<file path="src/rtl/dmem_pkg.sv">
// Shared types and helpers for the data-memory load/store unit.
// Holds the FSM state encoding, RV32I funct3 size codes and the access legality rule.
package dmem_pkg;

    typedef enum logic [1:0] {
        IDLE  = 2'd0,
        ISSUE = 2'd1,
        WAIT  = 2'd2,
        RESP  = 2'd3
    } lsu_state_e;

    localparam logic [2:0] F3_B  = 3'b000;
    localparam logic [2:0] F3_H  = 3'b001;
    localparam logic [2:0] F3_W  = 3'b010;
    localparam logic [2:0] F3_BU = 3'b100;
    localparam logic [2:0] F3_HU = 3'b101;

    // True when funct3 is a legal code for this direction and the address is naturally aligned.
    function automatic logic legal_access(input logic we, input logic [2:0] funct3,
                                          input logic [1:0] addr_lo);
        logic ok;
        ok = 1'b0;
        case (funct3)
            F3_B:    ok = 1'b1;
            F3_BU:   ok = ~we;
            F3_H:    ok = ~addr_lo[0];
            F3_HU:   ok = ~we & ~addr_lo[0];
            F3_W:    ok = (addr_lo == 2'b00);
            default: ok = 1'b0;
        endcase
        return ok;
    endfunction

endpackage

</file>
<file path="src/rtl/dmem_lsu_align.sv">
// Combinational byte-lane logic: store byte enables / lane replication and load shift / extend.
// Kept separate so a second memory port reader can reuse the same lane rules.
module dmem_lsu_align #(
    parameter int XLEN = 32
) (
    input  logic [2:0]      funct3,
    input  logic [1:0]      addr_lo,
    input  logic [XLEN-1:0] wdata,
    input  logic [XLEN-1:0] rdata_raw,
    output logic [3:0]      byteena,
    output logic [XLEN-1:0] wdata_lanes,
    output logic [XLEN-1:0] rdata_ext
);

    logic [XLEN-1:0] shifted;

    always_comb begin
        byteena     = 4'b1111;
        wdata_lanes = wdata;
        case (funct3[1:0])
            2'b00: begin
                byteena     = 4'b0001 << addr_lo;
                wdata_lanes = {4{wdata[7:0]}};
            end
            2'b01: begin
                byteena     = 4'b0011 << addr_lo;
                wdata_lanes = {2{wdata[15:0]}};
            end
            default: begin
                byteena     = 4'b1111;
                wdata_lanes = wdata;
            end
        endcase
    end

    // funct3[2] selects zero extension; the memory has already zeroed lanes outside byteena.
    always_comb begin
        shifted   = rdata_raw >> {addr_lo, 3'b000};
        rdata_ext = shifted;
        case (funct3[1:0])
            2'b00:   rdata_ext = funct3[2] ? {24'h0, shifted[7:0]}
                                           : {{24{shifted[7]}}, shifted[7:0]};
            2'b01:   rdata_ext = funct3[2] ? {16'h0, shifted[15:0]}
                                           : {{16{shifted[15]}}, shifted[15:0]};
            default: rdata_ext = shifted;
        endcase
    end

endmodule

</file>
<file path="src/rtl/dmem_lsu.sv">
// RV32I load/store unit driving port A of the byte-lane data memory.
// One request at a time: accept, issue one strobe, wait out read latency, pulse a response.
module dmem_lsu
    import dmem_pkg::*;
#(
    parameter int XLEN   = 32,
    parameter int ADDR_W = 12,
    parameter int RD_LAT = 1
) (
    input  logic              clk,
    input  logic              rst_n,
    input  logic              req_valid,
    output logic              req_ready,
    input  logic              req_we,
    input  logic [2:0]        req_funct3,
    input  logic [XLEN-1:0]   req_addr,
    input  logic [XLEN-1:0]   req_wdata,
    output logic              resp_valid,
    output logic [XLEN-1:0]   resp_rdata,
    output logic              resp_err,
    output logic [ADDR_W-1:0] mem_address,
    output logic [XLEN-1:0]   mem_data,
    output logic              mem_rden,
    output logic              mem_wren,
    output logic [3:0]        mem_byteena,
    input  logic [XLEN-1:0]   mem_q
);

    localparam logic [1:0] LAT_LAST = 2'(RD_LAT - 1);

    lsu_state_e      state;
    logic            we_reg;
    logic [2:0]      funct3_reg;
    logic [1:0]      addr_lo_reg;
    logic [1:0]      lat_cnt;

    logic [2:0]      align_funct3;
    logic [1:0]      align_addr_lo;
    logic [3:0]      enc_byteena;
    logic [XLEN-1:0] enc_data;
    logic [XLEN-1:0] dec_rdata;
    logic            unused_addr_bits;

    assign unused_addr_bits = ^req_addr[XLEN-1:ADDR_W+2];

    // The encoder sees the incoming request while idle; afterwards the held request drives the decoder.
    assign align_funct3  = (state == IDLE) ? req_funct3    : funct3_reg;
    assign align_addr_lo = (state == IDLE) ? req_addr[1:0] : addr_lo_reg;

    dmem_lsu_align #(.XLEN(XLEN)) u_align (
        .funct3      (align_funct3),
        .addr_lo     (align_addr_lo),
        .wdata       (req_wdata),
        .rdata_raw   (mem_q),
        .byteena     (enc_byteena),
        .wdata_lanes (enc_data),
        .rdata_ext   (dec_rdata)
    );

    always_ff @(posedge clk or negedge rst_n) begin
        if (!rst_n) begin
            state       <= IDLE;
            we_reg      <= 1'b0;
            funct3_reg  <= 3'b000;
            addr_lo_reg <= 2'b00;
            lat_cnt     <= 2'd0;
            req_ready   <= 1'b1;
            resp_valid  <= 1'b0;
            resp_rdata  <= '0;
            resp_err    <= 1'b0;
            mem_address <= '0;
            mem_data    <= '0;
            mem_rden    <= 1'b0;
            mem_wren    <= 1'b0;
            mem_byteena <= 4'b0000;
        end else begin
            mem_rden <= 1'b0;
            mem_wren <= 1'b0;
            case (state)
                IDLE: begin
                    resp_err <= 1'b0;
                    if (req_valid) begin
                        we_reg      <= req_we;
                        funct3_reg  <= req_funct3;
                        addr_lo_reg <= req_addr[1:0];
                        req_ready   <= 1'b0;
                        if (legal_access(req_we, req_funct3, req_addr[1:0])) begin
                            // Address and lanes are frozen here so the memory's lane gating stays valid until capture.
                            mem_address <= req_addr[ADDR_W+1:2];
                            mem_byteena <= enc_byteena;
                            mem_data    <= enc_data;
                            mem_rden    <= ~req_we;
                            mem_wren    <= req_we;
                            state       <= ISSUE;
                        end else begin
                            resp_valid <= 1'b1;
                            resp_err   <= 1'b1;
                            resp_rdata <= '0;
                            state      <= RESP;
                        end
                    end
                end
                ISSUE: begin
                    lat_cnt <= 2'd0;
                    if (we_reg) begin
                        resp_valid <= 1'b1;
                        resp_rdata <= '0;
                        state      <= RESP;
                    end else begin
                        state <= WAIT;
                    end
                end
                WAIT: begin
                    if (lat_cnt == LAT_LAST) begin
                        resp_rdata <= dec_rdata;
                        resp_valid <= 1'b1;
                        state      <= RESP;
                    end else begin
                        lat_cnt <= lat_cnt + 2'd1;
                    end
                end
                RESP: begin
                    resp_valid <= 1'b0;
                    resp_err   <= 1'b0;
                    req_ready  <= 1'b1;
                    state      <= IDLE;
                end
                default: state <= IDLE;
            endcase
        end
    end

endmodule
</file>
<file path="config.mk">
export PLATFORM = sky130hd
export DESIGN_NAME = dmem_lsu
export DESIGN_NICKNAME = d
export VERILOG_FILES = /design/src/rtl/dmem_pkg.sv /design/src/rtl/dmem_lsu_align.sv /design/src/rtl/dmem_lsu.sv
export SDC_FILE = /design/constraint.sdc
export NUM_CORES = 1
export LEC_CHECK = 0
export CORE_MARGIN = 2
export CORE_UTILIZATION = 46
export DETAILED_ROUTE_END_ITERATION = 10
export GPL_ROUTABILITY_DRIVEN = 0
export PLACE_DENSITY = 0.81
export SYNTH_ARGS = -nofsm -noshare
export SYNTH_HDL_FRONTEND = slang
export SYNTH_HIERARCHICAL = 1
export SYNTH_SLANG_ARGS = --single-unit
</file>
<file path="constraint.sdc">
create_clock -name clk -period 3.3 [get_ports clk]
set_input_delay 0.495 -clock clk [delete_from_list [all_inputs] [get_ports clk]]
set_output_delay 0.495 -clock clk [all_outputs]
set_load 0.02 [all_outputs]
</file>
* Word level (Yosys, flattened, before mapping) *
Index checks and enable logic that the tools add are counted.

storage, ports and cells
  memory bits (writable) = 0
  output and inout port bits = 85
  input port bits = 103
  register bits after elaboration = 95
  memories kept = 0
  logic and storage cells = 87
  bits in latches = 0
  ROM bits = 0

cells by class
  div/mod/pow operators = 0
  shift operators = 3
  bitwise gates (word level) = 3
  muxes and demuxes = 38
  $mul = 0
  order comparisons = 0
  reduce and logical (&&, ||, !) cells = 15
  add/subtract/negate cells = 1
  eq/ne operators = 13

operators by type and width
  operator                                         number
  two-way mux 32 bit                               6
  one-hot mux 32 bit (2 select lines)              2
  one-hot mux 32 bit (3 select lines)              1
  >> shifter 32 x 5 -> 32 bit                      1
  two-way mux 1 bit                                16
  two-way mux 2 bit                                5
  != test 2 bit, second input constant             5
  zero test 2 bit                                  4
  one-hot mux 2 bit (4 select lines)               1
  one-hot mux 4 bit (2 select lines)               1
  AND reduction 2 bit                              4
  == test 3 bit, second input constant             2
  one-hot mux 1 bit (5 select lines)               1
  AND reduction 5 bit                              1
  == test 2 x 1 -> 1 bit, second input constant    2
  == test 2 bit, second input constant             2
  one-hot mux 1 bit (2 select lines)               2
  one-hot mux 1 bit (4 select lines)               1
  one-hot mux 2 bit (2 select lines)               1
  AND reduction 4 bit                              1
  nonzero test 2 bit                               2
  left shift 1 x 2 -> 4 bit, first input constant  1
  left shift 2 x 2 -> 4 bit, first input constant  1
  == test 3 x 1 -> 1 bit, second input constant    1
  8 further kinds                                  9

* Depth between registers and ports, before layout *
  depth in word-level cells = 8
  gate-level depth with buffers = 12
  mapped depth without buffers = 8

* Cells and area by module *
Netlist, hierarchy kept.

modules (own cells, without submodules)
  module          area each (um^2)  seq. area each (um^2)  instances  cells an instance
  dmem_lsu        4269.1            2378.5                 1          310
  dmem_lsu_align  1317.5            0.0                    1          182

* Least setup slack after synthesis *
No wires, ideal clock.

  path kind = register to register
  start = register state[0]
  end = register mem_data[8]
  cell stages (with the launch flop) = 9
  path slack = 649 ps
  arrival time = 2526 ps
  library setup time = 125 ps
  buffers on the path = 2
  required time = 3175 ps
  period minus slack after synthesis = 2651 ps
  cells stage by stage = dfrtp_1 inv_1 ha_1 clkbuf_1 mux2_2 nor2_1 buf_2 mux2_2 mux2_4

between the ends
  word-level cells in the longest chain between the ends = 4
  elaborated cells between the ends (all ways) = 6
  those cells by class = eq/ne (1); mux (2); reduce/logical (3)

RTL lines
  item                                                              RTL line              text
  start, declared                                                   dmem_lsu.sv:31        lsu_state_e state;
  start signal, assigned                                            dmem_lsu.sv:62        state <= IDLE;
  start signal, assigned                                            dmem_lsu.sv:94        state <= ISSUE;
  start signal, assigned                                            dmem_lsu.sv:99        state <= RESP;
  zero test 2 bit (*)                                               dmem_lsu.sv:47        assign align_funct3 = (state == IDLE) ? req_funct3 : funct3_reg;
  two-way mux 3 bit (*)                                             dmem_lsu.sv:47
  via align_funct3[0]                                               dmem_lsu.sv:37        logic [2:0] align_funct3;
  == test 2 x 1 -> 1 bit / zero test 2 bit (equally long branches)  dmem_lsu_align.sv:20  case (funct3[1:0])
  one-hot mux 32 bit (2 select lines) (*)                           dmem_lsu_align.sv:20
  via enc_data[8]                                                   dmem_lsu.sv:40        logic [XLEN-1:0] enc_data;
  end signal, assigned                                              dmem_lsu.sv:91        mem_data <= enc_data;
  end, declared                                                     dmem_lsu.sv:22        output logic [XLEN-1:0] mem_data,

Mark *: on every way through the listed nets, which the timed path passes. The rest lies on a longest branch.
A chain may end at the register's enable or synchronous reset.

* Worst setup path in the final report *
  start = register state[0]
  end = register resp_rdata[19]

between the ends
  word-level cells in the longest chain between the ends = 7
  elaborated cells between the ends (all ways) = 19
  those cells by class = eq/ne (7); shift (1); mux (7); reduce/logical (4)

RTL lines
  item                                          RTL line                                    text
  zero test 2 bit (*)                           dmem_lsu.sv:48                              assign align_addr_lo = (state == IDLE) ? req_addr[1:0] : addr_lo_reg;
  two-way mux 2 bit (*)                         dmem_lsu.sv:48
  via align_addr_lo[0]                          dmem_lsu.sv:38                              logic [1:0] align_addr_lo;
  >> shifter 32 x 5 -> 32 bit (*)               dmem_lsu_align.sv:38                        shifted = rdata_raw >> {addr_lo, 3'b000};
  two-way mux 32 bit, on equally long branches  dmem_lsu_align.sv:43, dmem_lsu_align.sv:41
  one-hot mux 32 bit (2 select lines) (*)       dmem_lsu_align.sv:40                        case (funct3[1:0])
  via dec_rdata[19]                             dmem_lsu.sv:41                              logic [XLEN-1:0] dec_rdata;
  two-way mux 32 bit (*)                        dmem_lsu.sv:114                             if (lat_cnt == LAT_LAST) begin
  one-hot mux 32 bit (3 select lines) (*)       dmem_lsu.sv:79                              case (state)
  end signal, assigned                          dmem_lsu.sv:115                             resp_rdata <= dec_rdata;
  end, declared                                 dmem_lsu.sv:19                              output logic [XLEN-1:0] resp_rdata,

Mark *: on every way through the listed nets, which the timed path passes. The rest lies on a longest branch. The select of a mux whose other input is x is not followed.

==> summary.md <==
Relative slew slack: 0.3387. The run finished with clean final reports. The tools report the area of the placeable core as 0.01191 mm^2. The run gives 0.002379 mm^2 as the area of all sequential standard cells. Compared with the post-synthesis result, the final layout area differs by 34.60%. For this run, the slowest stage of the critical path takes 570 ps. The number of hold violations in the final report was 0. The library cell used most frequently in the layout, excluding fill and tap cells, is clkdlybuf4s50_1. The total buffers and inverters traversed by the critical path came out at 1. In the synthesized netlist the dominant register cell turns out to be dfrtp_1.

Summed instance area of the synthesized netlist: 0.005587 mm^2. The count of input and output buffers is 169, and the number of antenna violations at the first check in global routing is 0. Counting the buffers created by CTS gives 9. In this run the static leakage power is 0.003396 uW. The number of placement rows was 40. The tools report the first-pass GRT wire length as 22.14 mm. The detailed router's first-iteration violation count is 224.

Synthesis inferred 95 register bits. The measured slew at the worst slew-check pin was 992.0 ps; the iteration count of the initial detailed-routing pass was 4. Measured along the x axis, the die boundary spans 114.2 um.

The critical path goes through inv_1 > ha_1 > mux2_2 > mux2_4 > a32oi_4 > o211ai_1 > nand2_1 > mux2i_1. Yosys printed 6 warnings. Each instance of the synthesized netlist takes up on average 11.35 um^2. For the final database, setup skew stands at 10.40 ps. Setup violations remaining at the end of the flow were counted as 0. After the flow finishes, the layout carries non-filler instances totaling 793. The detail route stage leaves a number of antenna-violating nets equal to 0.

After detailed routing, the number of vias per cell comes to 5.246. The run gives 3490 ps as the worst endpoint required time. The tools report the total routing usage reported by global routing as 0.2160. The run gives 0 as the final-report max-slew violation count. The largest fanout on the critical path came out at 18. The tools report the cell chosen for the clock root as clkbuf_16. After detailed routing, the number of remaining DRC violations is 0. After clock tree synthesis, the clock-pin slew on the worst setup and hold paths is 70 ps. Entering global routing, the biggest net connects 54 pins. The run gives 334.5 MHz as the highest clock frequency the design can meet. Power per unit of standard cell area: 1006 mW/mm^2. In the layout the commonest cells are clkdlybuf4s50_1 (168), dfrtp_1 (94), nand2_1 (70), mux2i_1 (56), mux2_4 (50).

TritonCTS built the clock tree. The tools report the number of nets in the synthesized netlist as 600. The worst setup path is captured at a flop.

The routed layout has 4160 vias. The number of ports placed on the die boundary came out at 188. Setup repair after global routing left no endpoint under its margin.

STA classifies the critical path startpoint as a flop. Type of the worst min-delay path: in -> async. Counting the fill cells in the layout gives 969.

Data arrives at the worst endpoint at 3180 ps. The count of clock tree sinks came out at 95. The initial core utilization is 0.4690.

Proportion of layout cells with a drive suffix above 1: 0.2012. The critical path class was reg -> reg. Gates resized during post-CTS repair numbered 0. For this run, the post-layout net count is 749. After detailed routing, the total wire length is 13.83 mm. In the final routed layout, each cell accounts on average for 17.44 um. The logs give 10.17 mm for the half-perimeter wire length of the detailed placement result and 0 for the number of inserted diodes.

The die area is 0.01304 mm^2. The level count of the clock H-tree was 3; the via count of the first global-routing pass was 4302. The number of setup buffers added after CTS is 0. Counting every instance in the synthesized netlist gives 492. The largest registers in the layout are mem_data: 32 flops, resp_rdata: 32 flops, mem_address: 12 flops.

The chip height is 114.2 um, and the overflow left after global routing is 0. The fraction of the yosys area taken by sequential cells came out at 0.4258. The run gives 340 ps as the clock latency at the later pin of the worst-skew pair.

The number of enable-type register cells in the synthesized netlist is 0. Area of the multi-input gates: 0.002724 mm^2. The tools report the count of different cell masters after synthesis as 40. The final period utilization is 0.9060, and the number of buffers inserted by hold repair at cts is 0. The async set-reset flop share out of synthesis was 1.000. After layout, the minimum clock period comes to 2990 ps.

For the max-cap check violation count, the log shows 0. The worst-case vdd ir drop is 0.4999 mV, and the maximum buffer depth of the clock tree is 2. The family with the most delay on the worst path was multiplexers. The tools report the final-layout setup total negative slack as 0 ps. The number of cells after detailed placement came out at 777. The cell with the largest stage delay on the worst path was mux2_2.
## report_power, final
| part | total, uW | switching [uW] | internal, uW |
|---|---|---|---|
| Sequential | 1920 | 280 | 1640 |
| Combinational | 4570 | 2300 | 2270 |
| Clock | 1070 | 452 | 618 |
| Total | 7560 | 3030 | 4530 |
## Yosys cell counts (2+ instances only)
library cell | instances | area, um^2
a21oi_1 | 19 | 95.09
buf_12 | 5 | 100.1
buf_2 | 9 | 45.04
buf_4 | 9 | 67.56
buf_6 | 8 | 90.09
clkbuf_1 | 10 | 37.54
dfrtp_1 | 94 | 2352
ha_1 | 5 | 62.56
inv_1 | 38 | 142.6
mux2_2 | 34 | 382.9
mux2_4 | 50 | 750.7
mux2i_1 | 56 | 560.5
nand2_1 | 70 | 262.8
nand3b_1 | 4 | 30.03
nor2_1 | 12 | 45.04
nor2b_1 | 4 | 25.02
o211ai_1 | 13 | 97.59
o211ai_2 | 3 | 37.54
o21a_1 | 2 | 15.01
o21ai_0 | 20 | 100.1
o21bai_1 | 2 | 15.01
or2_2 | 7 | 43.79
## per-stage QoR
stage	hold slack, ps	total power [uW]	util	area, um^2	worst slack [ps]
after floorplan	199.4	5079	-	5587	649.2
after global placement	465.1	6371	0.6056	7213	370.2
after detailed placement	466.2	6502	0.6056	7213	308.0
after CTS	152.0	7615	0.6313	7520	330.7
after global routing	171.4	8022	0.6313	7520	152.3
final	137.8	7562	0.6313	7520	310.1
## worst paths after layout
kind / from / to / slack, ps / depth (start not counted)
worst max register to register: state[0]$_DFFE_PN0P_ / resp_rdata[19]$_DFFE_PN0P_ / 310 / 8
worst min register to register: req_ready$_DFFE_PN1P_ / req_ready$_DFFE_PN1P_ / 480 / 2
worst min-delay path: rst_n / mem_data[16]$_DFFE_PN0P_ / 140 / 1
min in group clk: req_ready$_DFFE_PN1P_ / req_ready$_DFFE_PN1P_ / 480 / 2
max in group asynchronous: rst_n / mem_data[15]$_DFFE_PN0P_ / 2460 / 2
worst max-delay path: state[0]$_DFFE_PN0P_ / resp_rdata[19]$_DFFE_PN0P_ / 310 / 8
## layout make-up
cell class              count  area share
multi-input cells         317      0.3622
inverters                  38     0.01897
clock buffers              11     0.03228
repair buffers            180      0.2373
flip-flops and latches     95      0.3163
well taps                 147     0.02446
clock inverters             5    0.008486
## logic make-up after synthesis
group	Yosys count	synth area share
AOI/OAI and AO/OA	67	0.08600
DFF	95	0.4258
muxes	140	0.3032
adders and majority gates	5	0.01120
buffers and inverters	80	0.08712
and+or+nand+nor	104	0.08511
xor gates and xnor gates	1	0.001568
## worst register-to-register path: cells and delay by family, from the launching register on
family / cells / cell delay [ps]
mux: 3 / 1030
compound gates: 2 / 700
fa+ha+maj: 1 / 470
flops: 1 / 400
buf+inv: 1 / 120
simple gates: 1 / 110
## layer usage
layer | GRT usage | part of all wire | vias up
met5 | 0 | 0 | -
met4 | 0.06585 | 0.013 | 0
met3 | 0.03812 | 0.052 | 15
met2 | 0.3591 | 0.50 | 140
met1 | 0.2894 | 0.43 | 2035
li1 | - | - | 1970
Note: power is estimated with default switching activity, not from simulation.
